<file path="src/rtl/nusadc_align_pkg.sv">
// Shared types and constants for the ADC serial word aligner.
// Aligner FSM states and the default training word.
package nusadc_align_pkg;

  typedef enum logic [1:0] {
    IDLE    = 2'd0,
    SEARCH  = 2'd1,
    CONFIRM = 2'd2,
    LOCKED  = 2'd3
  } align_state_t;

  localparam logic [7:0] TRAIN_PATTERN_DEF = 8'hE4;

endpackage

</file>
<file path="src/rtl/barrelshift_right_single.sv">
// Combinational rotate-right of one word.
// Rotation comes from the low half of a doubled word shifted right.
module barrelshift_right_single #(
  parameter int BIT_SHIFT = 3,
  parameter int N_WORD    = 2**BIT_SHIFT
) (
  input  logic [N_WORD-1:0]    i_data,
  input  logic [BIT_SHIFT-1:0] i_sh,
  output logic [N_WORD-1:0]    o_data
);

  logic [2*N_WORD-1:0] w_dbl;

  assign w_dbl  = {i_data, i_data} >> i_sh;
  assign o_data = w_dbl[N_WORD-1:0];

endmodule

</file>
<file path="src/rtl/bitslip_aligner.sv">
// Receive word aligner: finds the rotation that yields the training
// word, confirms it, locks it, and streams aligned words.
module bitslip_aligner
  import nusadc_align_pkg::*;
#(
  parameter int                BIT_SHIFT     = 3,
  parameter int                N_WORD        = 2**BIT_SHIFT,
  parameter logic [N_WORD-1:0] TRAIN_PATTERN = N_WORD'(TRAIN_PATTERN_DEF),
  parameter int                LOCK_CNT      = 4
) (
  input  logic                 clk,
  input  logic                 rst_n,
  input  logic                 in_valid,
  input  logic [N_WORD-1:0]    in_data,
  input  logic                 train_req,
  input  logic                 manual_en,
  input  logic [BIT_SHIFT-1:0] manual_sh,
  output logic                 out_valid,
  output logic [N_WORD-1:0]    out_data,
  output logic [BIT_SHIFT-1:0] sh_cur,
  output logic                 locked,
  output logic                 search_fail
);

  localparam int MW = $clog2(LOCK_CNT + 1);

  align_state_t         r_state;
  logic [BIT_SHIFT-1:0] r_sh;
  logic [MW-1:0]        r_match_cnt;
  logic [BIT_SHIFT-1:0] r_try_cnt;
  logic                 r_out_valid;
  logic [N_WORD-1:0]    r_out_data;
  logic                 r_fail;

  logic [BIT_SHIFT-1:0] w_eff_sh;
  logic [N_WORD-1:0]    w_rot_out;
  logic [N_WORD-1:0]    w_rot_cmp;
  logic                 w_match;
  logic                 w_last_try;
  logic [MW-1:0]        w_mc_inc;

  assign w_eff_sh   = manual_en ? manual_sh : r_sh;
  assign w_match    = (w_rot_cmp == TRAIN_PATTERN);
  assign w_last_try = (r_try_cnt == BIT_SHIFT'(N_WORD - 1));
  assign w_mc_inc   = r_match_cnt + MW'(1);

  barrelshift_right_single #(
    .BIT_SHIFT(BIT_SHIFT),
    .N_WORD   (N_WORD)
  ) u_rot_out (
    .i_data(in_data),
    .i_sh  (w_eff_sh),
    .o_data(w_rot_out)
  );

  barrelshift_right_single #(
    .BIT_SHIFT(BIT_SHIFT),
    .N_WORD   (N_WORD)
  ) u_rot_cmp (
    .i_data(in_data),
    .i_sh  (r_sh),
    .o_data(w_rot_cmp)
  );

  always_ff @(posedge clk or negedge rst_n) begin
    if (!rst_n) begin
      r_state     <= IDLE;
      r_sh        <= '0;
      r_match_cnt <= '0;
      r_try_cnt   <= '0;
      r_out_valid <= 1'b0;
      r_out_data  <= '0;
      r_fail      <= 1'b0;
    end else begin
      r_out_valid <= in_valid;
      if (in_valid)
        r_out_data <= w_rot_out;

      if (manual_en) begin
        r_state <= IDLE;
      end else if (train_req) begin
        r_state     <= SEARCH;
        r_sh        <= '0;
        r_match_cnt <= '0;
        r_try_cnt   <= '0;
        r_fail      <= 1'b0;
      end else if (in_valid) begin
        unique case (r_state)
          SEARCH, CONFIRM: begin
            if (w_match && r_state == SEARCH) begin
              r_match_cnt <= MW'(1);
              r_state     <= (LOCK_CNT == 1) ? LOCKED : CONFIRM;
            end else if (w_match) begin
              r_match_cnt <= w_mc_inc;
              if (w_mc_inc == MW'(LOCK_CNT))
                r_state <= LOCKED;
            end else begin
              // Reject: next rotation; a full sweep wraps sh back to 0
              r_sh        <= r_sh + BIT_SHIFT'(1);
              r_match_cnt <= '0;
              r_try_cnt   <= r_try_cnt + BIT_SHIFT'(1);
              if (w_last_try) begin
                r_fail  <= 1'b1;
                r_state <= IDLE;
              end else begin
                r_state <= SEARCH;
              end
            end
          end
          default: ;
        endcase
      end
    end
  end

  assign out_valid   = r_out_valid;
  assign out_data    = r_out_data;
  assign sh_cur      = w_eff_sh;
  assign locked      = (r_state == LOCKED) & ~manual_en;
  assign search_fail = r_fail;

endmodule

</file>
<file path="config.mk">
export PLATFORM = sky130hd
export DESIGN_NAME = bitslip_aligner
export DESIGN_NICKNAME = d
export VERILOG_FILES = /design/src/rtl/nusadc_align_pkg.sv /design/src/rtl/barrelshift_right_single.sv /design/src/rtl/bitslip_aligner.sv
export SDC_FILE = /design/constraint.sdc
export NUM_CORES = 1
export LEC_CHECK = 0
export ABC_AREA = 1
export BUFFER_PORTS_ARGS = -buffer_cell sky130_fd_sc_hd__buf_2
export CAP_MARGIN = 0
export CORE_AREA = 3 3 72 74
export DETAILED_ROUTE_END_ITERATION = 10
export DIE_AREA = 0 0 75 77
export SYNTH_ARGS = -nofsm -noshare
export SYNTH_HDL_FRONTEND = slang
export SYNTH_SLANG_ARGS = --single-unit
</file>
<file path="constraint.sdc">
create_clock -name clk -period 1.85 [get_ports clk]
set_input_delay 0.37 -clock clk [delete_from_list [all_inputs] [get_ports clk]]
set_output_delay 0.37 -clock clk [all_outputs]
set_load 0.01 [all_outputs]
</file>
After elaboration in Yosys (flattened, before gate mapping)
Index checks and enable logic that the tools add are counted.
- output and inout port bits: 14
- register bits after elaboration: 21
- bits of input ports: 16
- word-level logic and storage cells: 64
- bitwise operators: 2
- shift operators: 2
- equal/unequal tests: 9
- add/sub/neg operators: 3
- multiplexer cells: 30
- reduce and logical (&&, ||, !) cells: 11
- operator list (kind ; count):
    $mux 3 ; 16
    $shr 16x3->8 ; 2
    $mux 2 ; 7
    $add 3x1->3 const B ; 3
    $eq 8x8->1 const B ; 1
    $mux 1 ; 7
    $eq 3x3->1 const B ; 2
    $reduce_and 3->1 ; 2
    $reduce_and 6->1 ; 1
    $reduce_bool 2->1 ; 3
    $reduce_bool 3->1 ; 2
    $ne 5x3->1 const B ; 1
    $reduce_and 5->1 ; 1
    $eq 2x2->1 const B ; 2
    $ne 2x2->1 const B ; 2
    $eq 2x1->1 const B ; 1
    $reduce_or 2->1 ; 1
    $and 1x1->1 ; 1
    $logic_and 1x1->1 ; 1
    $not 1->1 ; 1

Logic depth before layout (Yosys ltp)
- depth after elaboration: 9
- mapped depth: 14

Hierarchy
Synthesis repeated with hierarchy kept, for this count alone.
- cell total of the unflattened synthesis: 268
- area total of the unflattened synthesis: 1809.2 sq um
- by module, submodules not included (module ; instances ; cells each ; area an instance (sq um)):
    bitslip_aligner ; 1 ; 144 ; 1136.1
    barrelshift_right_single ; 2 ; 62 ; 336.6

Worst setup path before layout
No wires, ideal clock.
- kind: input port to flip-flop
- start: input manual_en
- end: register r_out_data[4] (netlist: out_data[4])
- stages: 7
- arrival: 1576 ps
- required time: 1729 ps
- path slack: 153 ps
- library setup time: 121 ps
- cell sequence: buf_2 > inv_1 > or2_2 > o21ai_2 > clkinv_1 > o21ai_0 > o21ai_1
- cells in the longest elaborated chain, start to end: 2
- RTL lines (what ; RTL line ; text):
    start, declared ; bitslip_aligner.sv:16 ; input logic manual_en,
    $mux 3 ; bitslip_aligner.sv:42 ; assign w_eff_sh = manual_en ? manual_sh : r_sh;
    named net sh_cur[2] ; bitslip_aligner.sv:20 ; output logic [BIT_SHIFT-1:0] sh_cur,
    $shr 16x3->8 ; barrelshift_right_single.sv:14 ; assign w_dbl = {i_data, i_data} >> i_sh;
    end signal, assigned ; bitslip_aligner.sv:77 ; r_out_data <= w_rot_out;
    end, declared ; bitslip_aligner.sv:32 ; logic [N_WORD-1:0] r_out_data;
The timed path passes the listed nets, and every way through them passes these cells.
A chain may end at the register's enable or synchronous reset.

Worst setup path after layout
- start: register r_sh[0]
- end: register r_try_cnt[2]
- cells in the longest elaborated chain, start to end: 5
- RTL lines (what ; RTL line ; text):
    start, declared ; bitslip_aligner.sv:28 ; logic [BIT_SHIFT-1:0] r_sh;
    start signal, assigned ; bitslip_aligner.sv:99 ; r_sh <= r_sh + BIT_SHIFT'(1);
    $shr 16x3->8 (*) ; barrelshift_right_single.sv:14 ;
    $eq 8x8->1 (*) ; bitslip_aligner.sv:43 ; assign w_match = (w_rot_cmp == TRAIN_PATTERN);
    $logic_and 1x1->1 ; bitslip_aligner.sv:90 ; if (w_match && r_state == SEARCH) begin
    $ne 2x2->1 (no line) ; -- ;
    $reduce_and 5->1 (no line) (*) ; -- ;
    end signal, assigned ; bitslip_aligner.sv:101 ; r_try_cnt <= r_try_cnt + BIT_SHIFT'(1);
    end, declared ; bitslip_aligner.sv:30 ; logic [BIT_SHIFT-1:0] r_try_cnt;
Every way passes the cells marked *; elsewhere a longest branch is shown, timed or not.

==> impl_metrics.json <==
{
  "fp.coreArea_um2": 4660,
  "synth_flop_cell": "dfrtp_1",
  "setup_slack_ns": 0.124,
  "drc": 0,
  "synthArstFlopShare": 1.00,
  "r2r_slack_ns": 0.12,
  "setup_viol": 0,
  "antennaDiodeCount": 0,
  "die_area_um2": 5780,
  "ios": 30,
  "muxShareOfSynthArea": 0,
  "cts_buffer_depth": 2,
  "maxCapViolCount": 0,
  "ys_types": 25,
  "synth_top_family_by_area": "simple AND/OR/NAND/NOR gates",
  "start_util": 0.347,
  "cts.reportedPaths.clkPinSlew_ns": 0.08,
  "netlist.area_leader.share": 0.325,
  "synth_compound_area_frac": 0.177,
  "layout_min_cycle_time_ns": 1.73,
  "routedWlPerCell_um": 11.4,
  "hold_buffers": 0,
  "cts_tree": "yes",
  "synth_area_um2": 1620,
  "first_global_vias": 1536,
  "cts_sinks": 21,
  "worstSetupEndpointType": "flop",
  "overflow": 0,
  "synth_fa_ha_area_frac": 0.0542,
  "rsz0062_at_grt": "yes",
  "fin_nets": 304,
  "synthTopCellsByArea": "dfrtp_1 33%, nand2_1 20%, o21ai_0 6.8%, nand3_1 6.2%, ha_1 5.4%",
  "antenna_found_initial": 0,
  "synth-simple-area-share": 0.335,
  "drive_gt1_frac": 0.207,
  "finalMaxSlewViolations": 0,
  "fmax_ghz": 0.580,
  "ys_seq_elements": 21,
  "path_max_fanout": 15,
  "viasPerCell": 4.78,
  "critPathLaunchType": "flop",
  "skew_ns": 0.00992,
  "leakagePower_nw": 1.03,
  "synthCells": 244,
  "rows": 25,
  "cpMaxStageDelayCell": "dfrtp_1",
  "portBuffers": 29,
  "grt_pass1_wl_um": 6720,
  "worst_pin_slew_ns": 0.474,
  "r2r_end": "r_try_cnt[2]",
  "synth_edf_count": 0,
  "drt_iter0_drc": 51,
  "crit_chain": "buf_6, nand2_1, nand3_1, nand3_1, nor2_1, nand2_1, nand2_2, nand2_4, o21ai_4, buf_6, o21ai_0",
  "track_usage": 0.143,
  "syn_area_per_cell_um2": 6.63,
  "dpl.hpwl_um": 3000,
  "finalCritPeriodShare": 0.933,
  "final_cell_mix": "84 x nand2_1, 29 x buf_2, 23 x inv_1",
  "mostFrequentLayoutCell": "nand2_1",
  "syn_nets": 267,
  "crit_path_max_incr_delay_ns": 0.41,
  "first_pass_iters": 4,
  "vias": 1597,
  "syn2layout_area_growth_pct": 18.1,
  "peakVddDrop_mv": 0.277,
  "ant_nets": 0,
  "cts_root_buf": "clkbuf_8",
  "relSlewSlack": 0.684,
  "wirelength_um": 3800,
  "r2r-start": "r_sh[0]",
  "worstSkewPairLatency_ns": 0.26,
  "yosys.area.top_type": "dfrtp_1",
  "hold_path_class": "input pin to asynchronous set/reset pin",
  "synth_xor_area_frac": 0.0108,
  "reg2regPathDepth": 11,
  "dp_slack_ns": 0.0705,
  "grt_max_degree": 22,
  "gp_congestion": 0.849,
  "arrival_ns": 1.87,
  "status": "finished, final reports clean",
  "crit_type": "flop to flop",
  "whs_ns": 0.0506,
  "cp_num_buf_inv": 2,
  "hold_viol": 0,
  "fp.dieH_um": 77,
  "h-tree-depth": 1,
  "ys_seq_area_frac": 0.325,
  "cts_buffers": 3,
  "powerDensity_nw_per_um2": 765,
  "die_w_um": 75,
  "critical-path-top-delay-family": "simple AND/OR/NAND/NOR gates",
  "required_ns": 1.99,
  "ys_warn_count": 0
}
-- cell type report --
| type | instances | area [um^2] |
|---|---|---|
| tap | 54 | 67.6 |
| multi-input combinational | 190 | 942 |
| inverter | 26 | 100 |
| sequential | 21 | 526 |
| timing repair buffer | 39 | 228 |
| clock inverter | 1 | 5.00 |
| clock buffer | 3 | 41.3 |
| fill | 506 | 2750 |
-- report_power, final --
part	switching (mW)	internal, mW
registers	0.0433	0.523
logic	0.370	0.224
clock network	0.149	0.150
-- cells by family (layout without fill, tap and decap cells) --
group	after synthesis	count (layout)
compound gates	49	49
xor+xnor	2	2
buf+inv	33	69
fa+ha+maj	7	7
simple gates	132	132
flops	21	21
-- metal layers --
metal	vias to the layer above	share of wire	global-route usage
met2	28	0.49	0.239
li1	860	-	-
met3	6	0.035	0.0328
met1	703	0.46	0.181
met4	0	0.015	0.0356
met5	-	0	0
-- worst max path at each step --
| stage | start | to | slack, ns | depth (start not counted) |
|---|---|---|---|---|
| floorplan | manual_en | out_data[4] | 0.15 | 7 |
| global placement | r_sh[0] | r_match_cnt[0] | 0.12 | 10 |
| detailed placement | r_sh[0] | r_try_cnt[2] | 0.07 | 10 |
| CTS | r_sh[0] | r_try_cnt[2] | 0.06 | 10 |
| global route | r_sh[0] | r_sh[1] | -0.07 | 12 |
| finish | r_sh[0] | r_try_cnt[2] | 0.12 | 11 |
-- cell usage after synthesis, drive strengths merged, types with 2 or more instances --
| cell type | instances |
|---|---|
| or2 | 2 |
| dfrtp | 21 |
| o21ai | 41 |
| buf | 7 |
| nand3 | 20 |
| nand2 | 88 |
| a21oi | 6 |
| nor2 | 20 |
| inv | 25 |
| ha | 7 |
-- registers in the layout, indices dropped and copies added (netlist names) --
name,count
out_data,8
search_fail,1
out_valid,1
r_sh,3
r_try_cnt,3
r_state,2
r_match_cnt,3
-- metrics by stage --
stage | setup TNS [ns] | instances | area, um^2 | power (mW) | util
final | 0 | 334 | 1910 | 1.46 | 0.410
after global routing | -0.375 | 334 | 1910 | 1.60 | 0.410
after CTS | 0 | 331 | 1870 | 1.46 | 0.401
after detailed placement | 0 | 327 | 1820 | 1.15 | 0.391
after global placement | 0 | 327 | 1820 | 1.15 | 0.391
after floorplan | 0 | 244 | 1620 | 0.987 | -
-- worst reg2reg max path, cell delays in order, from the launching register on --
cell and delay (ns):
dfrtp_1 0.41, buf_6 0.18, nand2_1 0.08, nand3_1 0.12
nand3_1 0.08, nor2_1 0.09, nand2_1 0.07, nand2_2 0.10
nand2_4 0.08, o21ai_4 0.17, buf_6 0.16, o21ai_0 0.08
-- repair_timing --
action | in CTS | in global routing
buffers inserted | 0 | 3
setup endpoints to repair | 0 | 10
gates resized for setup | 0 | 7
Power figures use the tool's default switching activity.
